==> src/rtl/packet_tx.sv <==
// UART-style transmit serializer: start bit, 8 data bits LSB first, optional parity, stop bit.
// Define PACKET_TX_PARITY_EN to insert an even-parity bit between the data bits and the stop bit.
module packet_tx #(
    parameter int unsigned CLKS_PER_BIT = 10
) (
    input  logic       clk,
    input  logic       n_rst,
    input  logic       tx_start,
    input  logic [7:0] tx_data,
    output logic       serial_out,
    output logic       tx_busy,
    output logic       tx_done
);

    localparam int unsigned TW = (CLKS_PER_BIT > 1) ? $clog2(CLKS_PER_BIT) : 1;
    localparam logic [TW-1:0] LAST = TW'(CLKS_PER_BIT - 1);

`ifdef PACKET_TX_PARITY_EN
    typedef enum logic [2:0] {IDLE, START, DATA, PARITY, STOP} state_e;
`else
    typedef enum logic [1:0] {IDLE, START, DATA, STOP} state_e;
`endif

    state_e        state_q, state_d;
    logic [TW-1:0] timer_q, timer_d;
    logic [2:0]    idx_q, idx_d;
    logic [7:0]    data_q, data_d;
    logic          serial_q, serial_d;
    logic          busy_q, busy_d;
    logic          done_q, done_d;
    logic          bit_end;
`ifdef PACKET_TX_PARITY_EN
    logic          parity_q, parity_d;
`endif

    assign bit_end = (timer_q == LAST);

    always_comb begin
        state_d  = state_q;
        timer_d  = timer_q;
        idx_d    = idx_q;
        data_d   = data_q;
        serial_d = serial_q;
        busy_d   = busy_q;
        done_d   = 1'b0;
`ifdef PACKET_TX_PARITY_EN
        parity_d = parity_q;
`endif
        if (state_q != IDLE) begin
            timer_d = bit_end ? '0 : timer_q + TW'(1);
        end
        case (state_q)
            IDLE: begin
                serial_d = 1'b1;
                busy_d   = 1'b0;
                timer_d  = '0;
                if (tx_start) begin
                    data_d   = tx_data;
`ifdef PACKET_TX_PARITY_EN
                    parity_d = ^tx_data;
`endif
                    state_d  = START;
                    serial_d = 1'b0;
                    busy_d   = 1'b1;
                end
            end
            START: begin
                if (bit_end) begin
                    state_d  = DATA;
                    serial_d = data_q[0];
                    idx_d    = '0;
                end
            end
            DATA: begin
                if (bit_end) begin
                    // The next bit on the line is data_q[1], i.e. bit 0 after this shift.
                    data_d = data_q >> 1;
                    idx_d  = idx_q + 3'd1;
                    if (idx_q == 3'd7) begin
`ifdef PACKET_TX_PARITY_EN
                        state_d  = PARITY;
                        serial_d = parity_q;
`else
                        state_d  = STOP;
                        serial_d = 1'b1;
`endif
                    end else begin
                        serial_d = data_q[1];
                    end
                end
            end
`ifdef PACKET_TX_PARITY_EN
            PARITY: begin
                if (bit_end) begin
                    state_d  = STOP;
                    serial_d = 1'b1;
                end
            end
`endif
            STOP: begin
                if (bit_end) begin
                    state_d  = IDLE;
                    serial_d = 1'b1;
                    busy_d   = 1'b0;
                    done_d   = 1'b1;
                end
            end
            default: begin
                state_d  = IDLE;
                serial_d = 1'b1;
                busy_d   = 1'b0;
            end
        endcase
    end

    always_ff @(posedge clk or negedge n_rst) begin
        if (!n_rst) begin
            state_q  <= IDLE;
            timer_q  <= '0;
            idx_q    <= '0;
            data_q   <= '0;
            serial_q <= 1'b1;
            busy_q   <= 1'b0;
            done_q   <= 1'b0;
`ifdef PACKET_TX_PARITY_EN
            parity_q <= 1'b0;
`endif
        end else begin
            state_q  <= state_d;
            timer_q  <= timer_d;
            idx_q    <= idx_d;
            data_q   <= data_d;
            serial_q <= serial_d;
            busy_q   <= busy_d;
            done_q   <= done_d;
`ifdef PACKET_TX_PARITY_EN
            parity_q <= parity_d;
`endif
        end
    end

    assign serial_out = serial_q;
    assign tx_busy    = busy_q;
    assign tx_done    = done_q;

endmodule
==> config.mk <==
export PLATFORM = sky130hd
export DESIGN_NAME = packet_tx
export DESIGN_NICKNAME = d
export VERILOG_FILES = /design/src/rtl/packet_tx.sv
export SDC_FILE = /design/constraint.sdc
export NUM_CORES = 1
export LEC_CHECK = 0
export BUFFER_PORTS_ARGS = -buffer_cell sky130_fd_sc_hd__buf_4
export CORE_MARGIN = 1
export CORE_UTILIZATION = 30
export DETAILED_ROUTE_END_ITERATION = 10
export GPL_ROUTABILITY_DRIVEN = 0
export PLACE_DENSITY = 0.58
export SETUP_SLACK_MARGIN = 0.5
export SYNTH_ARGS = -nofsm -noshare
export SYNTH_HDL_FRONTEND = slang
export SYNTH_SLANG_ARGS = --single-unit
==> constraint.sdc <==
create_clock -name clk -period 2.1 [get_ports clk]
set_input_delay 0.21 -clock clk [delete_from_list [all_inputs] [get_ports clk]]
set_output_delay 0.21 -clock clk [all_outputs]
set_load 0.01 [all_outputs]
---- Word-level counts from Yosys, hierarchy flattened ----
Index checks and enable logic that the tools add are counted.
storage, ports and cells
  register bits ........................... 20
  latch bits .............................. 0
  RAM bits ................................ 0
  memory bits (read-only) ................. 0
  bits of input ports ..................... 11
  output and inout port bits .............. 3
  logic and storage cells ................. 56
  memories ................................ 0
operators by class
  $add $sub $neg .......................... 2
  $mul .................................... 0
  divide/modulo/power cells ............... 0
  magnitude comparators ................... 0
  equal/unequal tests ..................... 10
  shift-type cells ........................ 0
  mux-type cells .......................... 26
  bitwise operators ....................... 0
  reduce and logical (&&, ||, !) cells .... 11
operators by type and width
  kind                                                                   number
  8-bit two-way mux                                                      2
  8-bit case mux with 2 select lines                                     1
  4-bit two-way mux                                                      3
  2-bit two-way mux                                                      5
  2-bit inequality test, second input constant                           5
  2-bit nonzero test                                                     5
  1-bit two-way mux                                                      9
  3-bit AND reduction                                                    3
  2-bit case mux with 4 select lines                                     1
  3-bit two-way mux                                                      2
  3-bit case mux with 2 select lines                                     1
  5-bit AND reduction                                                    1
  4-bit by 1-bit adder with 4-bit output, second input constant          1
  2-bit equality test, second input constant                             2
  4-bit equality test, second input constant                             1
  1-bit case mux with 4 select lines                                     1
  3-bit by 1-bit adder with 3-bit output, second input constant          1
  3-bit equality test, second input constant                             1
  2-bit by 1-bit equality test with 1-bit output, second input constant  1
  2-bit logical NOT                                                      1
  1-bit case mux with 2 select lines                                     1
  2-bit AND reduction                                                    1

---- Logic depth before layout (Yosys ltp) ----
  depth after elaboration ................. 4
  depth in mapped cells ................... 6

---- Worst setup path before layout ----
OpenSTA, ideal clock, no wires.
  path type ............................... register to register
  start point ............................. register state_q[0]
  end point ............................... register data_q[0]
  arrival time ............................ 1507 ps
  path slack .............................. 468 ps
  stages on the path, launching flop included .. 6
  buffers on the path ..................... 1
  clock period less this slack ............ 1632 ps
  cells stage by stage .................... dfrtp_1 -> inv_1 -> ha_1 -> buf_2 -> mux2_2 -> mux2_2
on the way
  word-level cells in the longest chain between the ends .. 3
RTL lines
  item                                                                   line  text
  from (decl)                                                            24    state_e state_q, state_d;
  from (signal assigned)                                                 129   state_q <= state_d;
  2-bit equality test or 2-bit logical NOT (tied branches)               52    case (state_q)
  2-bit inequality test (no line) or 2-bit nonzero test (tied branches)  --
  3-bit AND reduction (no line)                                          --
  to (signal assigned)                                                   132   data_q <= data_d;
  to (decl)                                                              27    logic [7:0] data_q, data_d;
Parallel ways exist; a longest one is shown, timed or not.
A chain may end at the register's enable or synchronous reset.

---- Worst setup path in the final report ----
  start point ............................. register state_q[0]
  end point ............................... register data_q[6]
Same word-level chain as after synthesis.

==> run_results.csv <==
group,metric,value,unit
status,run_status,"finished, final reports clean",
clocking,cts_root_buf,"clkbuf_4",
sta,drv_slew,0,
drt,routed_wirelength,2.27,mm
flow_run,maxCapViolations,0,
placement,dp_hpwl,1.42,mm
placement,port_buffers,13,
clocking,path_clk_slew,0.11,ns
die,core_area,3420,um2
finish,fin_nets,131,
finish,final_cell_mix,"dfrtp_1, buf_4, mux2_2, mux2_4, ha_1",
drt,via_per_inst,4.85,
pwr,p_int,488,uW
die,start_util,31.9,%
grt,antenna_found_initial,0,
grt,grt_pass1_wl,3.62,mm
drt,dr_total_vias,756,
finish,fillers,332,
finish,layout-drive-gt1-share,52.7,%
setup_path,cp.required,2.30,ns
sta,min_period,1.69,ns
clocking,cts_buffers,3,
setup_path,path_class,"flip-flop to flip-flop",
sta,worst_pin_slew,0.258,ns
pwr,pwr-share-comb,6.0,%
setup_path,r2r_setup_slack,0.41,ns
sta,rsz0062_at_grt,"true",
logic_synthesis,synth_cell_types,32,
sta,setup_violations,0,
setup_path,crit_arrival,1.89,ns
die,die_h,62.3,um
sta,setup_tns,0,ns
pwr,clkPwrFrac,31.1,%
logic_synthesis,synth.avg_cell_area,12.7,um2
pwr,p_leak,0.674,nW
pwr,p_seq_share,62.9,%
sta,hold_viol_final,0,
clocking,cts_sinks,20,
drt,routedWlPerCell,14.6,um
grt,grt_pass1_vias,777,
setup_path,cp_max_fo,8,
die,dieArea,3880,um2
clocking,cts.path.max_buffers,2,
logic_synthesis,netlist_instances,86,
sta,skew,0.00307,ns
clocking,cts_tree,"done",
logic_synthesis,ys_seq_area_share,46.0,%
die,rows,21,
finish,diodes,0,
sta,fmax,591,MHz
grt,grt_use_total,12.1,%
setup_path,worstSetupStartpoint,"state_q[0]$_DFFE_PN0P_",
setup_path,worstSetupEndpointType,"flip-flop",
finish,final_common_cell,"dfrtp_1",
die,dieWidth,62.3,um
clocking,ctsHtreeMaxLevel,1,
logic_synthesis,ys_ff_latch,20,
pwr,p_sw,139,uW
finish,area_growth,33.9,%
pwr,p_sw_share,22.1,%
logic_synthesis,synthesis.nets,106,
grt,grt_max_degree,21,
logic_synthesis,synth_area,1090,um2
drt,drtIter0Drc,32,
clocking,clk_latency,0.30,ns
pwr,vdd_drop_max,0.374,mV
pwr,power.density,428,nW/um2
setup_path,r2r-start,"state_q[0]$_DFFE_PN0P_",
placement,placed_cells,143,
min_path,hold_start,"tx_data[2]",
drt,drc,0,
finish,stdcell_count,156,
logic_synthesis,ys_warn_count,0,
drt,firstDrtPassIters,4,
sta,fin_crit_sh,80.6,%
die,ios,14,
drt,drtAntennaViolNets,0,
grt,overflow,0,
setup_path,worstSetupStartpointType,"flip-flop",
sta,slew_headroom,82.8,%
min_path,hp-class,"input pin to flip-flop",
## power by group through the flow
stage | clock, mW | sequential [mW] | combinational (mW)
after global routing | 0.219 | 0.394 | 0.0420
after global placement | 0 | 0.401 | 0.0339
after CTS | 0.210 | 0.394 | 0.0372
after detailed placement | 0 | 0.401 | 0.0344
after floorplan | 0 | 0.400 | 0.00791
final | 0.195 | 0.394 | 0.0377
## cells by family after synthesis
logic type               synth area share (%)
adder cells (fa/ha/maj)                  10.3
buffers and inverters                    3.33
AO/OA/AOI/OAI                            11.1
multiplexers                             18.8
XOR/XNOR                                0.803
AND/OR/NAND/NOR                          9.63
flip-flops                               46.0
## final cells by class
class                           count  area, um2  area share, %
Clock buffer                        4       26.3           1.80
Multi-Input combinational cell     60        664           45.5
Timing Repair Buffer               22        196           13.4
Inverter                            4       15.0           1.03
Tap cell                           46       57.6           3.94
Sequential cell                    20        502           34.3
## sequential cells by signal (all words and copies together), names as in the netlist
register / cells
serial_out: 1
idx_q: 3
tx_done: 1
tx_busy: 1
state_q: 2
data_q: 8
timer_q: 4
## Yosys cell counts
| master | instances | area, um2 |
|---|---|---|
| and3b_1 | 2 | 17.5 |
| a32o_1 | 1 | 10.0 |
| a21boi_4 | 1 | 18.8 |
| dfstp_2 | 1 | 26.3 |
| nand2_1 | 1 | 3.75 |
| a211oi_1 | 1 | 7.51 |
| o22ai_1 | 1 | 6.26 |
| nor2_1 | 1 | 3.75 |
| xnor2_1 | 1 | 8.76 |
| a22oi_1 | 1 | 7.51 |
| mux2i_1 | 1 | 10.0 |
| nor2b_1 | 1 | 6.26 |
| mux2_4 | 1 | 15.0 |
| or2_4 | 1 | 8.76 |
| a22o_1 | 2 | 17.5 |
| or3b_2 | 1 | 8.76 |
| o221ai_1 | 1 | 8.76 |
| a31o_2 | 1 | 8.76 |
| ha_1 | 9 | 113 |
| and2_2 | 2 | 15.0 |
| dfrtp_1 | 19 | 475 |
| mux2_2 | 16 | 180 |
| buf_6 | 1 | 11.3 |
| a21oi_1 | 1 | 5.00 |
| inv_1 | 4 | 15.0 |
| nand4b_1 | 1 | 8.76 |
| a32oi_1 | 1 | 8.76 |
| a21boi_0 | 1 | 7.51 |
| nand2b_1 | 2 | 12.5 |
| nor3_1 | 4 | 20.0 |
| o21ai_0 | 3 | 15.0 |
| buf_2 | 2 | 10.0 |
## path summary, 6_finish.rpt
| kind | to | depth (start not counted) |
|---|---|---|
| max in group asynchronous | serial_out$_DFFE_PN1P_ | 2 |
| worst min register to register | idx_q[1]$_DFFE_PN0P_ | 1 |
| worst max register to register | data_q[6]$_DFFE_PN0P_ | 7 |
| worst max-delay path | data_q[6]$_DFFE_PN0P_ | 7 |
| min in group asynchronous | timer_q[3]$_DFF_PN0_ | 2 |
| worst min-delay path | data_q[2]$_DFFE_PN0P_ | 3 |
## per-layer routing
layer	vias up	share of wire, %	routed length [um]	global-route usage [%]
met5	-	0	0	0
met4	0	0.92	21	4.65
met3	2	4.0	90	4.23
met2	15	50	1140	18.4
met1	377	45	1020	15.7
li1	362	-	-	-
## worst max-delay path, cell delays in order, from the launching register on
cell and delay [ns]:
dfrtp_1 0.42, inv_2 0.13, buf_12 0.11, ha_4 0.18, nand2b_1 0.13, a21boi_4 0.17
buf_12 0.15, mux2_4 0.30
## per-stage QoR
stage               instance area (um2)  utilization, %  hold slack, ns  power, mW  setup slack (ns)
finish                             1460            42.8           0.260      0.626             0.408
global route                       1460            42.8           0.247      0.655             0.339
global placement                   1230            36.2           0.105      0.435             0.357
CTS                                1380            40.3           0.244      0.640             0.450
detailed placement                 1230            36.2           0.107      0.435             0.281
floorplan                          1100               -         -0.0856      0.408             0.484
## timing repair
item                                    CTS  global route
endpoints found under the setup margin   11            10
resized for setup                        12            11
gates cloned                              0             1
pin swaps                                 1             3
hold buffers                              1             0
hold endpoints to repair                 19             0
setup buffers                             5             2
Note: power is estimated with default switching activity, not from simulation.
